<file path="config.mk">
export PLATFORM = sky130hd
export DESIGN_NAME = led_status_ctrl
export DESIGN_NICKNAME = d
export VERILOG_FILES = /design/src/rtl/led_status_ctrl.sv
export SDC_FILE = /design/constraint.sdc
export NUM_CORES = 1
export LEC_CHECK = 0
export CAP_MARGIN = 10
export CORE_MARGIN = 8
export CORE_UTILIZATION = 64
export DETAILED_ROUTE_END_ITERATION = 7
export PLACE_DENSITY_LB_ADDON = 0.2
export SYNTH_ARGS = -nofsm -noshare
export SYNTH_HDL_FRONTEND = slang
export SYNTH_SLANG_ARGS = --single-unit
</file>
<file path="constraint.sdc">
create_clock -name clk -period 2.9 [get_ports clk]
set_input_delay 0.725 -clock clk [delete_from_list [all_inputs] [get_ports clk]]
set_output_delay 0.725 -clock clk [all_outputs]
set_load 0.02 [all_outputs]
</file>
<file path="src/rtl/led_status_ctrl.sv">
// led_status_ctrl: drives the four board LEDs from UART events.
//   led[0] heartbeat, led[1] TX activity, led[2] RX activity, led[3] error blink.
// All LED outputs are active-low and registered; en[i]=0 forces led[i] off
// without disturbing any internal counter or the error FSM.
`timescale 1ns/1ps

module led_status_ctrl #(
  parameter int CLK_HZ        = 1000000,
  parameter int TICK_HZ       = 1000,
  parameter int STRETCH_TICKS = 50,
  parameter int BLINK_TICKS   = 250,
  parameter int ERR_BLINKS    = 4
) (
  input  logic       clk,
  input  logic       reset,
  input  logic       tx_pulse,
  input  logic       rx_pulse,
  input  logic       err_pulse,
  input  logic [3:0] en,
  output logic [3:0] led,
  output logic       err_active
);

  localparam int DIV   = CLK_HZ / TICK_HZ;
  localparam int PRE_W = (DIV > 1) ? $clog2(DIV) : 1;
  localparam int HB_W  = (BLINK_TICKS > 1) ? $clog2(BLINK_TICKS) : 1;
  localparam int STR_W = $clog2(STRETCH_TICKS + 1);
  localparam int PH_W  = $clog2(BLINK_TICKS + 1);
  localparam int BLK_W = $clog2(ERR_BLINKS + 1);

  localparam logic [PRE_W-1:0] PRE_LAST = PRE_W'(DIV - 1);
  localparam logic [HB_W-1:0]  HB_LAST  = HB_W'(BLINK_TICKS - 1);
  localparam logic [STR_W-1:0] STR_LOAD = STR_W'(STRETCH_TICKS);
  localparam logic [PH_W-1:0]  PH_LOAD  = PH_W'(BLINK_TICKS);
  localparam logic [BLK_W-1:0] BLK_LOAD = BLK_W'(ERR_BLINKS);

  typedef enum logic [1:0] {
    S_IDLE = 2'd0,
    S_ON   = 2'd1,
    S_OFF  = 2'd2
  } err_state_t;

  logic [PRE_W-1:0] pre_cnt;
  logic             tick;
  logic [HB_W-1:0]  hb_cnt;
  logic             hb;
  logic [STR_W-1:0] str_cnt [2];
  logic [1:0]       strobe;
  err_state_t       state;
  logic [PH_W-1:0]  ph_cnt;
  logic [BLK_W-1:0] blk_left;
  logic [3:0]       lit;

  // One-cycle tick in the last cycle of each prescaler period.
  assign tick   = (pre_cnt == PRE_LAST);
  // Index 0 is the TX stretcher, index 1 the RX stretcher.
  assign strobe = {rx_pulse, tx_pulse};

  // Prescaler: free-running 0..DIV-1.
  // NOTE: sequential state always uses non-blocking (<=) so every register
  // samples the pre-edge values of its neighbours.
  always_ff @(posedge clk or posedge reset) begin
    if (reset) begin
      pre_cnt <= '0;
    end else if (tick) begin
      pre_cnt <= '0;
    end else begin
      pre_cnt <= pre_cnt + 1'b1;
    end
  end

  // Heartbeat: toggle hb every BLINK_TICKS ticks.
  always_ff @(posedge clk or posedge reset) begin
    if (reset) begin
      hb_cnt <= '0;
      hb     <= 1'b0;
    end else if (tick) begin
      if (hb_cnt == HB_LAST) begin
        hb_cnt <= '0;
        hb     <= ~hb;
      end else begin
        hb_cnt <= hb_cnt + 1'b1;
      end
    end
  end

  // Activity stretchers: a strobe reloads, ticks count down to zero; load wins.
  // NOTE: these counters are plain registers, not a RAM, so every entry is
  // reset explicitly; nothing may survive a reset.
  always_ff @(posedge clk or posedge reset) begin
    if (reset) begin
      for (int i = 0; i < 2; i++) begin
        str_cnt[i] <= '0;
      end
    end else begin
      for (int i = 0; i < 2; i++) begin
        if (strobe[i]) begin
          str_cnt[i] <= STR_LOAD;
        end else if (tick && (str_cnt[i] != '0)) begin
          str_cnt[i] <= str_cnt[i] - 1'b1;
        end
      end
    end
  end

  // Error blinker FSM; err_pulse restarts from any state and beats a tick.
  always_ff @(posedge clk or posedge reset) begin
    if (reset) begin
      state      <= S_IDLE;
      ph_cnt     <= '0;
      blk_left   <= '0;
      err_active <= 1'b0;
    end else if (err_pulse) begin
      state      <= S_ON;
      ph_cnt     <= PH_LOAD;
      blk_left   <= BLK_LOAD;
      err_active <= 1'b1;
    end else if (tick) begin
      case (state)
        S_ON: begin
          if (ph_cnt == PH_W'(1)) begin
            state  <= S_OFF;
            ph_cnt <= PH_LOAD;
          end else if (ph_cnt != '0) begin
            ph_cnt <= ph_cnt - 1'b1;
          end
        end
        S_OFF: begin
          if (ph_cnt == PH_W'(1)) begin
            if (blk_left <= BLK_W'(1)) begin
              state      <= S_IDLE;
              ph_cnt     <= '0;
              blk_left   <= '0;
              err_active <= 1'b0;
            end else begin
              state    <= S_ON;
              ph_cnt   <= PH_LOAD;
              blk_left <= blk_left - 1'b1;
            end
          end else if (ph_cnt != '0) begin
            ph_cnt <= ph_cnt - 1'b1;
          end
        end
        default: begin
          state <= S_IDLE;
        end
      endcase
    end
  end

  // Which LEDs would be lit before masking.
  assign lit = {state == S_ON, str_cnt[1] != '0, str_cnt[0] != '0, hb};

  // Registered, active-low, enable-gated LED drive.
  always_ff @(posedge clk or posedge reset) begin
    if (reset) begin
      led <= 4'b1111;
    end else begin
      led <= ~(lit & en);
    end
  end

endmodule

</file>
==> run_results.csv <==
group,metric,value,unit
synthesis,yosysUniqueCellTypes,56,
die,core,4234,um^2
global_route,grt_overflow,0,
cts,htree_levels,2,
route,wl_met3,224,um
critical_path,path_class,"flop to flop",
die,ios,14,
critical_path,r2r_cells,5,
synthesis,synth_nets,305,
route,dr.first_iter.drc_count,137,
worst_hold_path,min_path_cells,1,
synthesis,synth.avg_cell_area,9.653,um^2
synthesis,ys.flop_type,"dfrtp_1",
final_layout,drive_above_1_share,9.091,%
final_layout,fillers,337,
worst_hold_path,hp-class,"flop to flop",
final_layout,seq_area,1231,um^2
power_and_ir_drop,leakage,1.228,nW
sta,fin_crit_sh,76.20,%
die,num_rows,24,
cts,cts_buffers,5,
cts,hold_buffers,0,
critical_path,r2r_setup_slack,690,ps
route,drcViolationCount,0,
cts,clock_path_buffers,2,
global_route,antenna_found_initial,0,
final_layout,n_antenna_cell,0,
sta,min_period,2210,ps
global_route,grt_max_degree,35,
sta,holdWs,432.0,ps
synthesis,synth_warnings,0,
synthesis,synth.top_cells.by_area,"dfrtp_1 41%, ha_1 5.5%, o21ai_0 5.5%",
final_layout,finalNetCount,317,
die,start_util,64.75,%
synthesis,async_flop_share,100.0,%
cts,postCtsResizedCells,0,
sta,slew_violations,0,
power_and_ir_drop,ir_drop,0.3064,mV
global_route,grt_pass1_wl,9.246,mm
sta,fin_skew,7.523,ps
critical_path,arrival,2420,ps
critical_path,cp-end-kind,"flop",
cts,cts_tree,"yes",
place,io_buffers,13,
die,die_area,6633,um^2
critical_path,critPathLaunchType,"flop",
place,place_congestion,0.8697,
sta,setup_viol,0,
synthesis,synthCells,284,
flow_run,cap_violations,0,
critical_path,cp.required,3110,ps
final_layout,stdcell_count,349,
synthesis,yosysMostFrequentCell,"dfrtp_1",
status,outcome,"finished, final reports clean",
route,via_per_inst,6.295,
synthesis,yosysSeqAreaShare,44.91,%
cts,clockRootBuffer,"clkbuf_8",
worst_hold_path,worstHoldEndpoint,"led[0]",
die,die_h,81.45,um
sta,fmax,452.5,MHz
synthesis,synth_top_cell_by_area,"dfrtp_1",
route,wl_met2,2.556,mm
critical_path,reg2reg_from,"pre_cnt[0]",
critical_path,worstPathMaxFanout,34,
route,wl_per_cell,15.43,um
synthesis,synth_top_area_share,41.08,%
die,die_w,81.45,um
route,drtPass1Iterations,4,
final_layout,multi_input_area,1374,um^2
worst_hold_path,hp-start,"hb",
route,ant_nets,0,
sta,hold_viol_final,0,
place,dp_cells,341,
synthesis,yosys-top-cells-count,"45 x dfrtp_1, 30 x o21ai_0, 20 x inv_1",
route,vias,2197,
sta,rsz0062_at_grt,"false",
sta,worst_slew_pin_slew,817.1,ps
route,wl_met1,2.558,mm
cts,clkLatencyLatePin,290,ps
route,dr.max_layer_used,"met4",
cts,postCtsSetupBuffers,0,
synthesis,synth_seq_cells,49,
sta,tns,0,ps
global_route,grt_usage,17.13,%
sta,slew_headroom,45.41,%
critical_path,worst_r2r_endpoint,"blk_left[0]",
final_layout,syn_to_final_growth,9.219,%
cts,clock-sinks,49,
synthesis,syn_area,2741,um^2
power_and_ir_drop,power.density,399.5,nW/um^2
route,finalWirelength,5.386,mm
cts,path_clk_slew,80,ps
synthesis,synth_edf_count,0,
place,place_hpwl,3.883,mm
global_route,first_global_vias,2116,
cell type report:
cell class	count	share of cell area (%)
Sequential cell	49	41.12
Tap cell	52	2.173
Inverter	20	2.507
Multi-Input combinational cell	202	45.88
Clock buffer	7	2.549
Timing Repair Buffer	18	5.600
Clock inverter	1	0.1672
how the worst max path moves through the flow:
stage                           from     endpoint  slack [ps]  depth (start not counted)
after detailed placement  pre_cnt[0]   str_cnt[2]         710                          5
after CTS                 pre_cnt[0]   str_cnt[2]         690                          5
after global routing      pre_cnt[0]   str_cnt[3]         470                          5
final                     pre_cnt[0]  blk_left[0]         690                          5
after floorplan                reset  blk_left[0]        1010                          1
after global placement    pre_cnt[0]   str_cnt[3]         810                          5
critical path: stages, from the launching register on:
cell	delay [ps]
dfrtp_1	370
ha_1	200
and2_1	270
nand3_2	480
or4_1	650
a21oi_1	150
per-layer routing:
metal | GRT usage, % | up-vias
met2 | 28.32 | 48
met3 | 3.829 | 6
met1 | 21.89 | 1065
met5 | 0 | -
met4 | 5.179 | 0
li1 | - | 1078
cells in the final DEF (no fill, tap or decap), types with 7 or more instances in the layout:
master,count
a21oi_1,16
and3_1,7
clkdlybuf4s50_1,13
dfrtp_1,45
ha_1,12
inv_1,19
nand2_1,12
nand3_1,12
nor2_1,11
o21ai_0,30
or3_1,12
or4_1,9
xor2_1,7
kinds of logic (layout without fill, tap and decap cells):
| family | after synthesis | in the layout | share of synthesized area, % |
|---|---|---|---|
| buffers and inverters | 33 | 46 | 4.975 |
| XOR/XNOR | 8 | 8 | 2.556 |
| flip-flops | 49 | 49 | 44.91 |
| AO/OA/AOI/OAI | 84 | 84 | 19.63 |
| AND/OR/NAND/NOR | 97 | 97 | 22.09 |
| multiplexers | 1 | 1 | 0.3651 |
| adder cells (fa/ha/maj) | 12 | 12 | 5.477 |
flip-flops by register name, indices dropped and copies added (netlist names):
name,flops
pre_cnt,10
state,2
led,4
ph_cnt,8
str_cnt,12
hb,1
hb_cnt,8
blk_left,3
err_active,1
power by group:
part,leakage [nW],internal (mW),switching (mW)
clock,0.0422,0.169,0.205
combinational,0.605,0.0431,0.0625
sequential,0.581,0.698,0.0174
total,1.23,0.911,0.285
metrics by stage:
| stage | worst slack (ps) | area [um^2] | power, mW | utilization (%) |
|---|---|---|---|---|
| global route | 475.0 | 2994 | 1.249 | 70.72 |
| global placement | 814.8 | 2913 | 0.8275 | 68.79 |
| finish | 690.3 | 2994 | 1.196 | 70.72 |
| detailed placement | 712.7 | 2913 | 0.8335 | 68.79 |
| floorplan | 1009 | 2741 | 0.7898 | - |
| CTS | 686.1 | 2994 | 1.212 | 70.72 |
(Power assumes the default switching activity.)
